==> config.mk <==
export PLATFORM = sky130hd
export DESIGN_NAME = seq_arith_unit
export DESIGN_NICKNAME = d
export VERILOG_FILES = /design/src/rtl/seq_arith_unit.sv
export SDC_FILE = /design/constraint.sdc
export NUM_CORES = 1
export LEC_CHECK = 0
export ABC_AREA = 1
export BUFFER_PORTS_ARGS = -buffer_cell sky130_fd_sc_hd__buf_2
export CORE_MARGIN = 2
export CORE_UTILIZATION = 26
export DETAILED_ROUTE_END_ITERATION = 6
export PLACE_DENSITY = 0.5
export SKIP_CTS_REPAIR_TIMING = 1
export SYNTH_ARGS = -nofsm -noshare
export SYNTH_HDL_FRONTEND = slang
export SYNTH_SLANG_ARGS = --single-unit
export TNS_END_PERCENT = 5
==> constraint.sdc <==
create_clock -name clk -period 2.9 [get_ports clk]
set_input_delay 0.435 -clock clk [delete_from_list [all_inputs] [get_ports clk]]
set_output_delay 0.435 -clock clk [all_outputs]
set_load 0.01 [all_outputs]
==> src/rtl/seq_arith_unit.sv <==
// Sequential arithmetic unit: single-cycle add/sub/inc/dec, iterative shift-and-add multiply
// and restoring divide, with a valid/ready handshake on both sides.
module seq_arith_unit #(
  parameter int unsigned WIDTH = 19
) (
  input  logic             clk,
  input  logic             rst_n,
  input  logic             in_valid,
  output logic             in_ready,
  input  logic [2:0]       op,
  input  logic [WIDTH-1:0] operand_1,
  input  logic [WIDTH-1:0] operand_2,
  output logic             out_valid,
  input  logic             out_ready,
  output logic [WIDTH-1:0] result,
  output logic [WIDTH-1:0] remainder,
  output logic             carry,
  output logic             zero,
  output logic             overflow,
  output logic             div_by_zero,
  output logic             illegal_op
);

  localparam int unsigned CntW = $clog2(WIDTH);

  localparam logic [2:0] OpAdd = 3'b000;
  localparam logic [2:0] OpSub = 3'b001;
  localparam logic [2:0] OpMul = 3'b010;
  localparam logic [2:0] OpDiv = 3'b011;
  localparam logic [2:0] OpInc = 3'b100;
  localparam logic [2:0] OpDec = 3'b101;

  typedef enum logic [1:0] {StIdle, StCalc, StDone} state_e;

  state_e             state_q, state_d;
  logic [2:0]         op_q, op_d;
  logic [WIDTH-1:0]   a_q, a_d;
  logic [WIDTH-1:0]   b_q, b_d;
  logic [2*WIDTH-1:0] acc_q, acc_d;
  logic [2*WIDTH-1:0] mcand_q, mcand_d;
  logic [CntW-1:0]    cnt_q, cnt_d;
  logic [WIDTH-1:0]   result_q, result_d;
  logic [WIDTH-1:0]   remainder_q, remainder_d;
  logic               carry_q, carry_d;
  logic               zero_q, zero_d;
  logic               overflow_q, overflow_d;
  logic               dbz_q, dbz_d;
  logic               illegal_q, illegal_d;

  // Single-cycle datapath, fed straight from the ports at the accept edge.
  logic [WIDTH-1:0] step_operand;
  logic [WIDTH:0]   sum_ext;
  logic [WIDTH:0]   diff_ext;

  assign step_operand = (op == OpInc || op == OpDec) ? {{(WIDTH-1){1'b0}}, 1'b1} : operand_2;
  assign sum_ext      = {1'b0, operand_1} + {1'b0, step_operand};
  assign diff_ext     = {1'b0, operand_1} - {1'b0, step_operand};

  // One multiply iteration: add the shifted multiplicand when the current multiplier bit is set.
  logic [2*WIDTH-1:0] prod_step;
  assign prod_step = acc_q + (b_q[0] ? mcand_q : '0);

  // One restoring-divide iteration: the dividend register shifts left and collects quotient bits.
  logic [WIDTH:0]   rem_shift;
  logic [WIDTH:0]   trial;
  logic             q_bit;
  logic [WIDTH-1:0] rem_next;
  logic [WIDTH-1:0] quo_next;

  assign rem_shift = {acc_q[WIDTH-1:0], a_q[WIDTH-1]};
  assign trial     = rem_shift - {1'b0, b_q};
  assign q_bit     = ~trial[WIDTH];
  assign rem_next  = q_bit ? trial[WIDTH-1:0] : rem_shift[WIDTH-1:0];
  assign quo_next  = {a_q[WIDTH-2:0], q_bit};

  logic last_iter;
  assign last_iter = (cnt_q == CntW'(WIDTH - 1));

  always_comb begin
    state_d     = state_q;
    op_d        = op_q;
    a_d         = a_q;
    b_d         = b_q;
    acc_d       = acc_q;
    mcand_d     = mcand_q;
    cnt_d       = cnt_q;
    result_d    = result_q;
    remainder_d = remainder_q;
    carry_d     = carry_q;
    zero_d      = zero_q;
    overflow_d  = overflow_q;
    dbz_d       = dbz_q;
    illegal_d   = illegal_q;

    unique case (state_q)
      StIdle: begin
        if (in_valid) begin
          op_d        = op;
          a_d         = operand_1;
          b_d         = operand_2;
          acc_d       = '0;
          mcand_d     = {{WIDTH{1'b0}}, operand_1};
          cnt_d       = '0;
          result_d    = '0;
          remainder_d = '0;
          carry_d     = 1'b0;
          zero_d      = 1'b0;
          overflow_d  = 1'b0;
          dbz_d       = 1'b0;
          illegal_d   = 1'b0;
          state_d     = StDone;
          case (op)
            OpAdd, OpInc: begin
              result_d = sum_ext[WIDTH-1:0];
              carry_d  = sum_ext[WIDTH];
              zero_d   = (sum_ext[WIDTH-1:0] == '0);
            end
            OpSub, OpDec: begin
              result_d = diff_ext[WIDTH-1:0];
              carry_d  = diff_ext[WIDTH];
              zero_d   = (diff_ext[WIDTH-1:0] == '0);
            end
            OpMul: state_d = StCalc;
            OpDiv: begin
              if (operand_2 == '0) begin
                result_d    = '1;
                remainder_d = operand_1;
                dbz_d       = 1'b1;
              end else begin
                state_d = StCalc;
              end
            end
            default: illegal_d = 1'b1;
          endcase
        end
      end

      StCalc: begin
        cnt_d = cnt_q + CntW'(1);
        if (op_q == OpMul) begin
          acc_d   = prod_step;
          mcand_d = {mcand_q[2*WIDTH-2:0], 1'b0};
          b_d     = {1'b0, b_q[WIDTH-1:1]};
        end else begin
          acc_d = {{WIDTH{1'b0}}, rem_next};
          a_d   = quo_next;
        end
        if (last_iter) begin
          state_d = StDone;
          if (op_q == OpMul) begin
            result_d   = prod_step[WIDTH-1:0];
            overflow_d = (prod_step[2*WIDTH-1:WIDTH] != '0);
            zero_d     = (prod_step[WIDTH-1:0] == '0);
          end else begin
            result_d    = quo_next;
            remainder_d = rem_next;
            zero_d      = (quo_next == '0);
          end
        end
      end

      StDone: begin
        if (out_ready) state_d = StIdle;
      end

      default: state_d = StIdle;
    endcase
  end

  always_ff @(posedge clk or negedge rst_n) begin
    if (!rst_n) begin
      state_q     <= StIdle;
      op_q        <= '0;
      a_q         <= '0;
      b_q         <= '0;
      acc_q       <= '0;
      mcand_q     <= '0;
      cnt_q       <= '0;
      result_q    <= '0;
      remainder_q <= '0;
      carry_q     <= 1'b0;
      zero_q      <= 1'b0;
      overflow_q  <= 1'b0;
      dbz_q       <= 1'b0;
      illegal_q   <= 1'b0;
    end else begin
      state_q     <= state_d;
      op_q        <= op_d;
      a_q         <= a_d;
      b_q         <= b_d;
      acc_q       <= acc_d;
      mcand_q     <= mcand_d;
      cnt_q       <= cnt_d;
      result_q    <= result_d;
      remainder_q <= remainder_d;
      carry_q     <= carry_d;
      zero_q      <= zero_d;
      overflow_q  <= overflow_d;
      dbz_q       <= dbz_d;
      illegal_q   <= illegal_d;
    end
  end

  assign in_ready    = (state_q == StIdle);
  assign out_valid   = (state_q == StDone);
  assign result      = result_q;
  assign remainder   = remainder_q;
  assign carry       = carry_q;
  assign zero        = zero_q;
  assign overflow    = overflow_q;
  assign div_by_zero = dbz_q;
  assign illegal_op  = illegal_q;

endmodule

* Word-level counts from Yosys, hierarchy flattened
Cells that the tools add are included.
Cells by class: add/sub/neg operators 5, multipliers 0, div/mod/pow operators 0, $lt $le $gt $ge 0, equal/unequal tests 14, shift-type cells 0, muxes and demuxes 48, bitwise logic cells 1, reductions and logical operators 21
Operator list (number):
- 19-bit two-way mux | 15
- 38-bit two-way mux | 5
- 19-bit one-hot mux with 2 select lines | 4
- 38-bit one-hot mux with 2 select lines | 2
- 19-bit zero test | 5
- 19-bit one-hot mux with 3 select lines | 1
- 38-bit adder | 1
- 19-bit by 19-bit adder with 20-bit output | 1
- 19-bit by 19-bit subtractor with 20-bit output | 1
- 20-bit by 19-bit subtractor with 20-bit output | 1
- 19-bit nonzero test | 1
- 3-bit AND reduction | 4
- 5-bit one-hot mux with 2 select lines | 1
- 3-bit by 2-bit == test with 1-bit output (second input constant) | 3
- 1-bit two-way mux | 9
- 2-bit two-way mux | 4
- 2-bit inequality test (second input constant) | 4
- 1-bit one-hot mux with 2 select lines | 4
- 4-bit AND reduction | 2
- 3-bit == test (second input constant) | 2
- 2-bit one-hot mux with 3 select lines | 1
- 6-bit OR reduction | 1
- 5-bit by 1-bit adder with 5-bit output (second input constant) | 1
- 5-bit == test (second input constant) | 1
- other kinds (13) | 15
Storage, ports and cells: flip-flop bits (word level) 167, latch bits 0, bits in writable memories 0, bits in read-only memories 0, bits of input ports 45, memories 0

* Longest topological paths before layout
Gate-level depths: netlist of the first run.
word-level depth 8, depth in mapped cells 24, mapped depth without buffers 22

* Least setup slack after synthesis of the first run
No wires, ideal clock.
kind in2reg, from in op[2], to reg zero_q, in the netlist zero, arrival time 2.682 ns, required time 2.835 ns, path slack 0.152 ns, stages 22, cells stage by stage inv_1 nor2_1 clkbuf_1 nor2_1 inv_1 ha_1 buf_2 nor2_1 nand3_1 nand3_1 nand2_1 nand2_1 nand2_1 nand2_1 nand2_1 nand2_1 nand2_1 nor2_1 nand3_1 nand3_1 nand3_1 nand2_1
On the way: longest elaborated chain between the ends 8, elaborated cells between the ends (all ways) 15
Ends and longest elaborated chain:
- from (decl) | RTL line 10 | input logic [2:0] op,
- 3-bit == test | RTL line 55, 112
- 1-bit logical OR | RTL line 55 | assign step_operand = (op == OpInc || op == OpDec) ? {{(WIDTH-1){1'b0}}, 1'b1} : operand_2;
- 19-bit two-way mux | RTL line 55
- 19-bit by 19-bit subtractor with 20-bit output or 19-bit by 19-bit adder with 20-bit output (tied branches) | RTL line 57, 56
- 19-bit zero test (on tied branches) | RTL line 121, 116
- 1-bit one-hot mux with 2 select lines (*) | RTL line 112 | case (op)
- 1-bit two-way mux (*) | RTL line 97 | if (in_valid) begin
- 1-bit one-hot mux with 2 select lines (*) | RTL line 95 | unique case (state_q)
- to (signal assigned) | RTL line 197 | zero_q <= zero_d;
- to (decl) | RTL line 45 | logic zero_q, zero_d;
Mark *: on every way between the ends. The rest lies on a longest branch, timed or not. The select of a mux whose other input is x is not followed. A chain may end at the register's enable or synchronous reset.

* Final worst setup path of the first run
from reg b_q[0], to reg overflow_q, in the netlist overflow
On the way: longest elaborated chain between the ends 6
Ends and longest elaborated chain:
- from (decl) | RTL line 38 | logic [WIDTH-1:0] b_q, b_d;
- from (signal assigned) | RTL line 175 | b_q <= '0;
- from (signal assigned) | RTL line 190 | b_q <= b_d;
- 38-bit two-way mux | RTL line 61 | assign prod_step = acc_q + (b_q[0] ? mcand_q : '0);
- 38-bit adder | RTL line 61
- 19-bit nonzero test | RTL line 152 | overflow_d = (prod_step[2*WIDTH-1:WIDTH] != '0);
- 1-bit two-way mux | RTL line 150 | if (op_q == OpMul) begin
- 1-bit two-way mux | RTL line 148 | if (last_iter) begin
- 1-bit one-hot mux with 2 select lines | RTL line 95
- to (signal assigned) | RTL line 198 | overflow_q <= overflow_d;
- to (decl) | RTL line 46 | logic overflow_q, overflow_d;
No other way between the ends. The select of a mux whose other input is x is not followed.

==> out/metrics.cfg, run 1 <==
[grt]
grt_antenna_before_repair=0
grt_pass1_vias=17180
grt_pass1_wl_um=99240
grt_overflow_total=0
grt_max_degree=66
track_usage=0.2134

[critical_path]
slowest_stage=dfrtp_1
endpoint_kind=flop
cp.depth=18
critical_path_arrival_ns=3.17
crit_family=simple AND/OR/NAND/NOR gates
critPathLaunch=b_q[0]
cpPeakStageDelay_ns=0.43
path_buf_inv=3
crit_chain=buf_6 > nand2_1 > inv_1 > ha_2 > nand2_2 > buf_4 > nor2_2 > nand4_1 > nor2_2 > nand3_1 > nand3_1 > nand2_1 > nand2_2 > nand3_1 > nor2_1 > nand3_1 > nand2_1 > nand2_1
timing.rr.end=overflow
endpoint=overflow
crit_required_ns=3.24
setup.worst_path.class=flop to flop
path_max_fanout=7
start_kind=flop
regToRegStartpoint=b_q[0]
r2r_slack_ns=0.07
worstRegToRegCells=18

[synthesis]
synth_area_per_cell_um2=6.253
yosysWarnings=0
synth_cell_types=51
synth_xor_area_frac=0.01703
syn_nets=2615
seq_area_frac_synth=0.2709
synth_fa_ha_area_frac=0.08549
synth_top_flop_cell=dfrtp_1
synth_cells=2467
synth_compound_area_frac=0.1495
ys_seq_elements=167
yosys.area_share.simple=0.3569
synth_top_family_by_area=simple AND/OR/NAND/NOR gates
synth.area.mux_share=0
netlist_area_um2=15430
async_flop_share=1.000
synth_edf_count=0

[timing]
slew_violations=0
hold_violations=0
rsz0062_at_grt=true
fin_hold_ws_ns=0.1941
slew_headroom=0.6195
worst_pin_slew_ns=0.5707
clock_skew_ns=0.01294
fmax_mhz=353.2
period_share=0.9762
period_minus_slack_ns=2.831
setup_violations=0

[cells_and_area]
fillCellCount=6491
fin_nets=2943
insertedDiodeCount=0
layout-drive-gt1-share=0.2272
area_growth_pct=30.29
post-route-util=0.3418

[clocking]
cts-root-buf=clkbuf_16
cts_max_path_buffers=2
cts_buffers=17
ctsHtreeMaxLevel=4
path_clk_slew_ns=0.07
cts_tree=built
cts_sinks=167
clk-insertion-delay-late_ns=0.46

[hold_path]
min_path_cells=2
hold_class=input pin to flop

[power]
power_density_nw_per_um2=869.7
power.leakage_uw=0.01077
ir_worst_vdd_v=0.0005016

[placed_design]
dp_hpwl_um=53500
gp_congestion=0.9312
port_buffers=89

[route]
dr.pass1.iters=5
drt_wl_total_um=65260
routedWlPerCell_um=18.22
drt.antenna.violating_nets=0
detail_route.iter0.violations=1292
dr_total_vias=17310
drc=0
vias_per_cell=4.835

[floorplanning]
num_rows=89
dieArea_um2=61300
die-height_um=247.6
die_w_um=247.6
pin_count=90
initial_core_util=0.2624
core_area_um2=58800

[job]
drv_cap=0

[run_status]
status=complete, no violations

==> synthesized netlist by cell type, drive strengths merged (7+ instances only) <==
master  instances  share of area
o211ai         24          0.012
xnor2          14         0.0079
nand4          31          0.013
nand3         220          0.075
inv           377          0.092
o21a            8         0.0039
a31oi          37          0.015
a21oi         143          0.047
clkbuf         40          0.011
buf            46          0.017
a22o           15         0.0085
nor3           20         0.0068
nor2          199          0.050
nand2         811           0.20
dfrtp         167           0.27
ha             99          0.080
o21bai         11         0.0054
nand3b          7         0.0034
o21ai         126          0.042
xor2           16         0.0091
a21o            7         0.0034
==> routing by layer <==
metal  part of all wire  track usage  vias up
met5                  0            0        -
met4              0.032      0.07538        0
met3              0.037      0.02325       97
met2               0.48       0.3718      403
met1               0.45       0.2720     8239
li1                   -            -     8575
==> how the worst min path moves through the flow <==
stage | startpoint | endpoint | slack (ns)
floorplan | rst_n | a_q[0] | 0.14
global placement | rst_n | acc_q[22] | 0.46
detailed placement | rst_n | acc_q[22] | 0.46
CTS | rst_n | acc_q[22] | -0.03
global route | out_ready | state_q[1] | 0.19
finish | out_ready | state_q[1] | 0.19
==> cells in the final DEF (no fill, tap or decap), types with 7 or more instances in the layout <==
cell and count:
dfrtp_1 167, a21o_1 7, o21ai_0 101, ha_4 21
nand2_2 66, nand3b_1 7, nand3_2 16, nand4_1 31
buf_2 88, inv_1 358, a21oi_2 21, nor2_1 158
clkbuf_16 18, buf_4 295, a31oi_1 37, nor2_2 32
nand2_1 741, o21bai_1 9, xnor2_1 14, o21ai_1 19
inv_2 19, xor2_1 16, o211ai_1 24, o21a_1 8
nor3_1 15, buf_12 7, a22o_1 15, a21oi_1 121
ha_1 72, nand3_1 203, nor2_4 9
==> state kept, by name, indices dropped and copies added (netlist names) <==
signal	cells
b_q	19
a_q	19
mcand_q	38
acc_q	38
overflow	1
div_by_zero	1
cnt_q	5
state_q	2
op_q	3
zero	1
remainder	19
result	19
carry	1
illegal_op	1
==> logic make-up (layout without fill, tap and decap cells) <==
kind of cell / count (synthesis) / in the layout
AOI/OAI and AO/OA: 396 / 396
buffers and inverters: 466 / 807
xor gates and xnor gates: 30 / 30
DFF: 167 / 167
adders and majority gates: 103 / 103
and+or+nand+nor: 1305 / 1305
==> where the power goes <==
| group | internal (uW) | switching [uW] |
|---|---|---|
| Combinational | 4280 | 6930 |
| Sequential | 3140 | 733 |
| Clock | 1350 | 1060 |
| Total | 8760 | 8720 |
==> per-stage QoR <==
step	instances	total power (uW)	TNS, ns	worst slack (ns)	area (um^2)
global placement	3542	14270	-2.531	-0.3776	18770
finish	3581	17480	0	0.06888	20100
CTS	3574	16820	-0.5039	-0.2102	19360
global route	3581	18820	-0.1426	-0.07606	20100
floorplan	2467	10120	0	0.1523	15430
detailed placement	3542	14350	-2.956	-0.3364	18770
==> area by class of cell <==
type / instances / area (um^2) / share of cell area
multi-input combinational: 1834 / 10070 / 0.5010
sequential: 167 / 4179 / 0.2079
timing repair buffer: 395 / 2867 / 0.1426
inverter: 380 / 1426 / 0.07097
tap: 773 / 967.2 / 0.04812
clock buffer: 23 / 478.0 / 0.02378
clock inverter: 9 / 112.6 / 0.005603
No activity file was read; power rests on OpenSTA's default activity.
==> run 2, diff against run 1 <==
--- a/config.mk
+++ b/config.mk
@@ -5,7 +5,7 @@
 export SDC_FILE = /design/constraint.sdc
 export NUM_CORES = 1
 export LEC_CHECK = 0
-export ABC_AREA = 1
+export ABC_AREA = 0
 export BUFFER_PORTS_ARGS = -buffer_cell sky130_fd_sc_hd__buf_2
 export CORE_MARGIN = 2
 export CORE_UTILIZATION = 26
==> run 2 against run 1 <==
Net effect: the flow now finishes with violations (negative setup slack); synthesized cell count down 30%; clock power down 2%; critical path depth down 4; combinational power about the same; non-clock buffer count up 158; sequential share of layout area up 0.83 points; critical endpoint is now zero; largest power group unchanged; highest routed layer unchanged.
==> out/metrics.cfg, run 2 <==
[grt]
grt_max_degree=92
grt_pass1_wl_um=84080
grt_antenna_before_repair=0
track_usage=0.2014
grt_pass1_vias=14360
grt_overflow_total=0

[power]
power.internal_uw=9364
power_frac_clock=0.137
power_density_nw_per_um2=887.3
power_switching_uw=7791
ir_worst_vdd_v=0.0004839
power.leakage_uw=0.009350
switching_share=0.4542
power.sequential.fraction=0.229
combPwrFrac=0.634

[timing]
slew_violations=0
tns_ns=-26.00
worst_pin_slew_ns=0.7034
period_share=1.268
setup_violations=65
period_minus_slack_ns=3.677
fmax_mhz=271.9
hold_violations=0
clock_skew_ns=0.01470
slew_headroom=0.5298
rsz0062_at_grt=true
layout_setup_ws_ns=-0.7773

[cells_and_area]
final_cell_mix=buf_4 (451), nand2_1 (228), dfrtp_1 (166)
area_growth_pct=42.26
final_common_cell=buf_4
layout-drive-gt1-share=0.3206
ff_latch_area_um2=4180
reg_top3=acc_q x38, mcand_q x38
fin_nets=2335
fillCellCount=5418
multi_input_area_um2=9361

[synthesis]
synth_area_per_cell_um2=7.925
synth_cell_types=79
netlist_area_um2=13590
synth_top_flop_cell=dfrtp_1
ys_top_cells_by_area=dfrtp_1 (31%), ha_1 (9.1%), a21oi_1 (6.4%), nand2_1 (6.4%), o21ai_0 (5.6%)
ys_seq_elements=167
yosys.area.top_type=dfrtp_1
synth_edf_count=0
yosysWarnings=0
syn_nets=1863
synth_top_area_share=0.3075
async_flop_share=1.000
seq_area_frac_synth=0.3075
synth_cells=1715
yosysMostFrequentCell=nand2_1
synthTopCellsByCount=nand2_1 (233), a21oi_1 (175), dfrtp_1 (167)

[placed_design]
place_ws_ns=-1.270
gp_congestion=0.9201
dp_hpwl_um=42950
port_buffers=89

[route]
drc=0
dr_total_vias=14570
dr.pass1.iters=5
vias_per_cell=5.060
drt_wl_total_um=54220
drt.antenna.violating_nets=0
routedWlPerCell_um=18.83
detail_route.iter0.violations=868

[clocking]
clk-insertion-delay-late_ns=0.46
cts-root-buf=clkbuf_16
path_clk_slew_ns=0.08
ctsHtreeMaxLevel=4
cts_tree=built
cts_sinks=167
cts_buffers=17
cts_max_path_buffers=2

[floorplanning]
die-height_um=232.6
dieArea_um2=54120
initial_core_util=0.2638
die_w_um=232.6
num_rows=83
pin_count=90
core_area_um2=51510

[critical_path]
start_kind=flop
path_max_fanout=8
setup.worst_path.class=flop to flop
crit_required_ns=3.29
endpoint_kind=flop
critical_path_arrival_ns=4.06

[run_status]
status=complete, but fails checks
violations=negative setup slack

[job]
drv_cap=0

[hold_path]
hold_class=input pin to flop

[run 2: cell types whose count changed in the layout (fill, tap and decap cells not counted), moves of 29 or more]
cell / delta
a21oi_1: +34
o21ai_0: +38
nor2_2: -32
mux2i_1: +34
nor2_1: -44
nand3_1: -148
buf_4: +156
xnor2_1: +29
nand2_2: -62
nand2_1: -513
inv_1: -281
and2_1: +51
[run 2: critical path: stages (launching register included)]
cell      delay, ns
dfrtp_2        0.45
and2_4         0.16
ha_4           0.16
inv_4          0.05
fa_2           0.20
nor2b_2        0.05
o31a_1         0.34
o21a_1         0.21
or3_4          0.33
a21oi_2        0.12
and4b_1        0.18
or4b_4         0.45
nand4b_1       0.29
o311a_1        0.45
a211oi_2       0.15
[run 2: logic make-up (layout without fill, tap and decap cells)]
| group | count (synthesis) | after routing | synth area share |
|---|---|---|---|
| flip-flops | 167 | 167 | 0.3075 |
| buffers and inverters | 178 | 662 | 0.04962 |
| AND/OR/NAND/NOR | 589 | 589 | 0.2043 |
| multiplexers | 43 | 43 | 0.03222 |
| AO/OA/AOI/OAI | 560 | 560 | 0.2605 |
| adder cells (fa/ha/maj) | 103 | 103 | 0.09704 |
| other | 0 | 1 | 0 |
| XOR/XNOR | 75 | 75 | 0.04889 |
[run 2: final timing paths]
check / cells after the start / slack, ns / startpoint / endpoint
min in group asynchronous: 2 / 0.52 / rst_n / acc_q[18]
setup / recovery: 14 / -0.78 / b_q[0] / zero
hold / removal: 2 / 0.17 / out_ready / state_q[1]
max in group asynchronous: 3 / 1.60 / rst_n / op_q[2]
hold reg to reg: 2 / 0.47 / mcand_q[37] / mcand_q[37]
setup reg to reg: 14 / -0.78 / b_q[0] / zero
[run 2: power groups by stage]
stage / logic, uW / clock network (uW) / registers [uW]
3_5_place_dp: 10300 / 0 / 3930
4_1_cts: 10400 / 2400 / 3900
2_1_floorplan: 5740 / 0 / 3810
6_report: 10900 / 2350 / 3930
5_1_grt: 11900 / 2480 / 4030
3_3_place_gp: 10200 / 0 / 3930
[run 2: per-stage QoR]
stage	util	cells	cell area [um^2]	total power [uW]	hold WS, ns
floorplan	-	1715	13740	9552	0.1394
global placement	0.3536	2840	18210	14140	0.4455
detailed placement	0.3536	2840	18210	14230	0.4568
CTS	0.3647	2871	18790	16660	-0.03862
global route	0.3753	2879	19330	18370	0.1780
finish	0.3753	2880	19330	17160	0.1702
[run 2: cell type report]
cell class,instances,share of cell area
Antenna cell,1,0.0001294
Clock buffer,18,0.02272
Clock inverter,13,0.006925
Inverter,78,0.01527
Multi-Input combinational cell,1370,0.4842
Sequential cell,167,0.2162
Tap cell,680,0.04401
Timing Repair Buffer,553,0.2105
[run 2: routing by layer]
layer / GRT usage / vias to the layer above / routed length [um]
li1: - / 7092 / -
met1: 0.2678 / 7101 / 24890
met2: 0.3451 / 311 / 25830
met3: 0.02022 / 68 / 1937
met4: 0.05693 / 0 / 1564
met5: 0 / - / 0
